File: config.mk
export PLATFORM = sky130hd
export DESIGN_NAME = data_memory_ctrl
export DESIGN_NICKNAME = d
export VERILOG_FILES = /design/src/rtl/data_memory_ctrl.sv
export SDC_FILE = /design/constraint.sdc
export NUM_CORES = 2
export LEC_CHECK = 0
export CORE_MARGIN = 5
export CORE_UTILIZATION = 49
export CTS_BUF_LIST = sky130_fd_sc_hd__clkbuf_8
export CTS_CLUSTER_DIAMETER = 30
export DETAILED_ROUTE_END_ITERATION = 6
export PLACE_DENSITY = 0.63
export REMOVE_ABC_BUFFERS = 1
export SYNTH_ARGS = -nofsm -noshare
export SYNTH_HDL_FRONTEND = slang
export SYNTH_SLANG_ARGS = --single-unit
File: constraint.sdc
create_clock -name i_clk -period 22.8 [get_ports i_clk]
set_input_delay 4.56 -clock i_clk [delete_from_list [all_inputs] [get_ports i_clk]]
set_output_delay 4.56 -clock i_clk [all_outputs]
set_load 0.05 [all_outputs]
File: src/rtl/data_memory_ctrl.sv
// Byte-addressed little-endian data memory with sized loads/stores, a valid/ready
// request/response handshake, configurable wait states and error responses.
module data_memory_ctrl #(
  parameter int DEPTH_WORDS = 128,
  parameter int WAIT_STATES = 0,
  parameter int ADDR_W      = 32
) (
  input  logic              i_clk,
  input  logic              i_rst_n,
  input  logic              i_req_valid,
  output logic              o_req_ready,
  input  logic              i_req_write,
  input  logic [1:0]        i_req_size,
  input  logic              i_req_unsigned,
  input  logic [ADDR_W-1:0] i_req_addr,
  input  logic [31:0]       i_req_wdata,
  output logic              o_resp_valid,
  input  logic              i_resp_ready,
  output logic [31:0]       o_resp_rdata,
  output logic              o_resp_err
);

  localparam int IDX_W = $clog2(DEPTH_WORDS);

  typedef enum logic [1:0] {S_IDLE, S_WAIT, S_RESP} state_t;

  state_t              r_state;
  state_t              w_next;
  logic                r_started;
  logic [3:0]          r_cnt;
  logic                r_write;
  logic [1:0]          r_size;
  logic                r_unsigned;
  logic [ADDR_W-1:0]   r_addr;
  logic [31:0]         r_wdata;
  logic                r_err;
  logic [31:0]         r_rdata;
  logic                r_resp_err;
  logic [31:0]         r_mem [DEPTH_WORDS];

  logic                w_accept;
  logic                w_commit;
  logic                w_err_in;
  logic                w_oor;
  logic [IDX_W-1:0]    w_widx;
  logic [31:0]         w_word;
  logic [7:0]          w_byte;
  logic [15:0]         w_half;
  logic [31:0]         w_load;
  logic [31:0]         w_merge;

  assign w_accept = i_req_valid && o_req_ready;
  assign w_commit = (r_state == S_WAIT) && (r_cnt == 4'd0);
  assign w_widx   = r_addr[IDX_W+1:2];
  assign w_word   = r_mem[w_widx];

  // Any address bit above the word index means the word lies beyond the array.
  assign w_oor    = |(i_req_addr >> (IDX_W + 2));
  assign w_err_in = (i_req_size == 2'b11) ||
                    ((i_req_size == 2'b01) && i_req_addr[0]) ||
                    ((i_req_size == 2'b10) && (i_req_addr[1:0] != 2'b00)) ||
                    w_oor;

  always_ff @(posedge i_clk or negedge i_rst_n) begin
    if (!i_rst_n) r_state <= S_IDLE;
    else          r_state <= w_next;
  end

  always_comb begin
    w_next = r_state;
    case (r_state)
      S_IDLE:  if (w_accept) w_next = S_WAIT;
      S_WAIT:  if (r_cnt == 4'd0) w_next = S_RESP;
      S_RESP:  if (i_resp_ready) w_next = S_IDLE;
      default: w_next = S_IDLE;
    endcase
  end

  always_comb begin
    o_req_ready  = (r_state == S_IDLE) && r_started;
    o_resp_valid = (r_state == S_RESP);
    o_resp_rdata = r_rdata;
    o_resp_err   = r_resp_err;
  end

  always_comb begin
    case (r_addr[1:0])
      2'd0:    w_byte = w_word[7:0];
      2'd1:    w_byte = w_word[15:8];
      2'd2:    w_byte = w_word[23:16];
      default: w_byte = w_word[31:24];
    endcase
    w_half = r_addr[1] ? w_word[31:16] : w_word[15:0];
    case (r_size)
      2'b00:   w_load = {{24{~r_unsigned & w_byte[7]}}, w_byte};
      2'b01:   w_load = {{16{~r_unsigned & w_half[15]}}, w_half};
      default: w_load = w_word;
    endcase
  end

  always_comb begin
    w_merge = w_word;
    case (r_size)
      2'b00: begin
        case (r_addr[1:0])
          2'd0:    w_merge[7:0]   = r_wdata[7:0];
          2'd1:    w_merge[15:8]  = r_wdata[7:0];
          2'd2:    w_merge[23:16] = r_wdata[7:0];
          default: w_merge[31:24] = r_wdata[7:0];
        endcase
      end
      2'b01: begin
        if (r_addr[1]) w_merge[31:16] = r_wdata[15:0];
        else           w_merge[15:0]  = r_wdata[15:0];
      end
      default: w_merge = r_wdata;
    endcase
  end

  // Errors skip the wait states by loading a zero count.
  always_ff @(posedge i_clk or negedge i_rst_n) begin
    if (!i_rst_n) begin
      r_started  <= 1'b0;
      r_cnt      <= 4'd0;
      r_write    <= 1'b0;
      r_size     <= 2'b00;
      r_unsigned <= 1'b0;
      r_addr     <= '0;
      r_wdata    <= 32'd0;
      r_err      <= 1'b0;
      r_rdata    <= 32'd0;
      r_resp_err <= 1'b0;
    end else begin
      r_started <= 1'b1;
      if (w_accept) begin
        r_write    <= i_req_write;
        r_size     <= i_req_size;
        r_unsigned <= i_req_unsigned;
        r_addr     <= i_req_addr;
        r_wdata    <= i_req_wdata;
        r_err      <= w_err_in;
        r_cnt      <= w_err_in ? 4'd0 : 4'(WAIT_STATES);
      end else if ((r_state == S_WAIT) && (r_cnt != 4'd0)) begin
        r_cnt <= r_cnt - 4'd1;
      end
      if (w_commit) begin
        r_rdata    <= (r_err || r_write) ? 32'd0 : w_load;
        r_resp_err <= r_err;
      end
    end
  end

  // Storage is deliberately not reset; reset forces IDLE so a pending store never commits.
  always_ff @(posedge i_clk) begin
    if (w_commit && r_write && !r_err) r_mem[w_widx] <= w_merge;
  end

endmodule

==> metrics.csv <==
metric;value;unit
most frequent cells in the layout;4096 x edfxtp_1, 778 x clkbuf_8, 475 x mux2i_1;
Power Dens Cells;167;nW/um2
Overall Global Routing Usage;36.6;%
DRT Pass-1 Iters;7;
Slew @ Worst Pin;1720;ps
flop-to-flop setup slack;14260;ps
DR vias;103000;
Layout Utilization;56.7;%
Max FO, Critical Path;88;
post-CTS setup buffer count;0;
Tmin final;8540;ps
count of final setup violators;0;
worst-skew pair later-pin latency;1280;ps
clk slew on worst S/H paths;60;ps
worst reg2reg path depth;13;
ys flop type;edfxtp_1;
Post-Layout Cell Count;14500;
H-tree depth;6;
WS Path Type;reg2reg;
post-synthesis xor/xnor area fraction;0.0108;%
worst hold start;o_resp_err$_DFFE_PN0P_;
number of synthesized register bits;4182;
final hold vios;0;
critical path capture point type;register;
core area;331000;um2
Slew Viols, Final;18;
multiplexer area fraction after synthesis;9.43;%
Synth area leaders;edfxtp_1 75%, mux4_2 4.0%, mux2i_1 2.9%;
initial antenna violation count;75;
Hold WC Path Type;reg2reg;
Netlist Area Pre-Place;163000;um2
Seq/Total Area, Yosys;76.8;%
peak supply drop;0.210;mV
vias in the first global route;96900;
main combinational cell family by area after synthesis;multiplexers;
Worst Clk Skew;96.1;ps
Syn. warnings;0;
Fmax achieved;117;MHz
period utilization;37.5;%
grt total ovfl;0;
synthesized area per cell;18.6;um2
Total Routed Length;648000;um
drc violations;16;
Hold Path Stages;1;
async set or reset register ratio after synthesis;2.06;%
largest net degree at the start of global routing;129;
Worst EP arrival;9400;ps
Die Area;344000;um2
Vias per Instance;7.11;
failing checks;design-rule violations, max-capacitance violations, max-slew violations;
PortBufs;106;
max-cap violations;10;
Routed WL per cell;44.7;um
starting DRC count in detailed routing;19500;
Post-synth EDFFs;4096;
status;finished with violations;
CTS root buf;clkbuf_8;
Routed Antenna Nets;0;
hpwl dp;372000;um
first-pass GRT wire length;858000;um
routability cong.;1.05;
Layout area overhead;15.1;%
row cnt;211;
share of post-route cells with drive strength above 1;24.2;%
largest area contributor in the netlist;edfxtp_1;
Sink Count;4182;
final setup TNS;0;ps
TritonCTS clock tree;built;
initial cell density of the core;49.3;%
Synth top area share;75.5;%
Synth Area in Compound Gates;8.67;%
final instance area;188000;um2
CTS Hold Bufs;0;
adder-cell area share of the yosys netlist;0.0154;%
RR Startpoint;r_addr[2]$_DFFE_PN0P_;
Worst Setup Start Kind;register;
Area after DPL;171000;um2
I/O pin cnt;107;
placed cells;13100;
RSZ-0062 raised after global routing;no;
CTS max path bufs;4;
DIE WIDTH;587;um
required time of the critical path;23660;ps
slew margin rel.;-14.8;%
Die Y;587;um
commonest non-fill, non-tap cell in the layout;edfxtp_1;
hold_ws;515;ps
Simple-Gate Fraction of Synth Area;2.90;%
hold path endpoint;o_resp_err$_DFFE_PN0P_;
Cells after Synth;8757;
total CTS buffers;763;
post-CTS sizing;0;
final net count;9529;
r2r endpoint;r_mem[77][8]$_DFFE_PP_;
synth unique cells;104;
LEAKAGE;0.0605;uW
[critical path, cell delays in order, from the launching register on]
cell and delay (ps):
dfrtp_4 820, buf_4 610, buf_4 690, buf_4 550, buf_4 630, a21oi_1 80
a211oi_1 290, a211oi_1 110, o31ai_1 920, a21oi_1 180, nor4_2 820, mux2i_1 260
o21ai_4 840, buf_4 930
[logic make-up (layout without fill, tap and decap cells)]
family	Yosys count	in the layout
AOI/OAI and AO/OA	1853	1853
xor gates and xnor gates	2	2
adders and majority gates	2	2
buffers and inverters	651	1978
DFF	4182	4182
muxes	1116	1116
other	1	43
and+or+nand+nor	950	950
[per-layer routing]
metal  GRT usage [%]  vias to the layer above  wire length [um]
li1                -                    38100                 -
met1            46.5                    52600            215000
met2            50.6                    10000            270000
met3            14.5                     2174            104000
met4            27.0                       54             58000
met5           0.637                        -               644
[flip-flops by register name (all words and copies together) (netlist names)]
signal        count
o_resp_err        1
o_resp_rdata     32
r_addr            9
r_cnt             4
r_err             1
r_mem          4096
r_size            2
r_started         1
r_state           2
r_unsigned        1
r_wdata          32
r_write           1
[how the worst max path moves through the flow]
stage | startpoint | endpoint | slack [ps] | depth (start not counted)
after floorplan | r_addr[4]$_DFFE_PN0P_ | r_mem[0][22]$_DFFE_PP_ | -26970 | 8
after global placement | r_addr[3]$_DFFE_PN0P_ | r_mem[80][13]$_DFFE_PP_ | 14780 | 13
after detailed placement | r_addr[2]$_DFFE_PN0P_ | r_mem[76][8]$_DFFE_PP_ | 14730 | 13
after CTS | r_addr[2]$_DFFE_PN0P_ | r_mem[77][8]$_DFFE_PP_ | 14660 | 13
after global routing | r_addr[2]$_DFFE_PN0P_ | r_mem[77][8]$_DFFE_PP_ | 14320 | 13
final | r_addr[2]$_DFFE_PN0P_ | r_mem[77][8]$_DFFE_PP_ | 14260 | 13
[report_power, final]
part,switching (uW),internal (uW)
Sequential,272,11500
Clock,3290,4240
Combinational,9430,2550
[synth_stat cells (all sizes together) (22+ instances only)]
master and n:
nand2 314, o211ai 38, buf 458, nand2b 37
nor3 28, a221oi 340, a31oi 57, a22o 69
and4b 26, o2bb2ai 56, o221ai 57, mux4 298
o21ai 171, dfrtp 86, mux2 343, o22a 23
a21oi 165, nand4 22, and3 25, edfxtp 4096
nor2 270, o22ai 102, a221o 84, a2111oi 31
clkbuf 172, nand3 86, mux2i 475, a211oi 38
a22oi 448
[through the flow]
step / total power (uW) / setup slack (ps)
global route: 31600 / 14320
detailed placement: 23200 / 14730
CTS: 30600 / 14660
finish: 31300 / 14260
global placement: 22900 / 14780
floorplan: 20300 / -26970
[layout make-up]
cell class	instances	area [um2]
antenna	42	105
clock buffer	778	10700
clock inverter	616	5400
fill	25000	143000
inverter	21	98.8
multi-input combinational	3924	35900
sequential	4182	125000
tap	4366	5460
timing repair buffer	563	4710
Power figures use the tool's default switching activity.
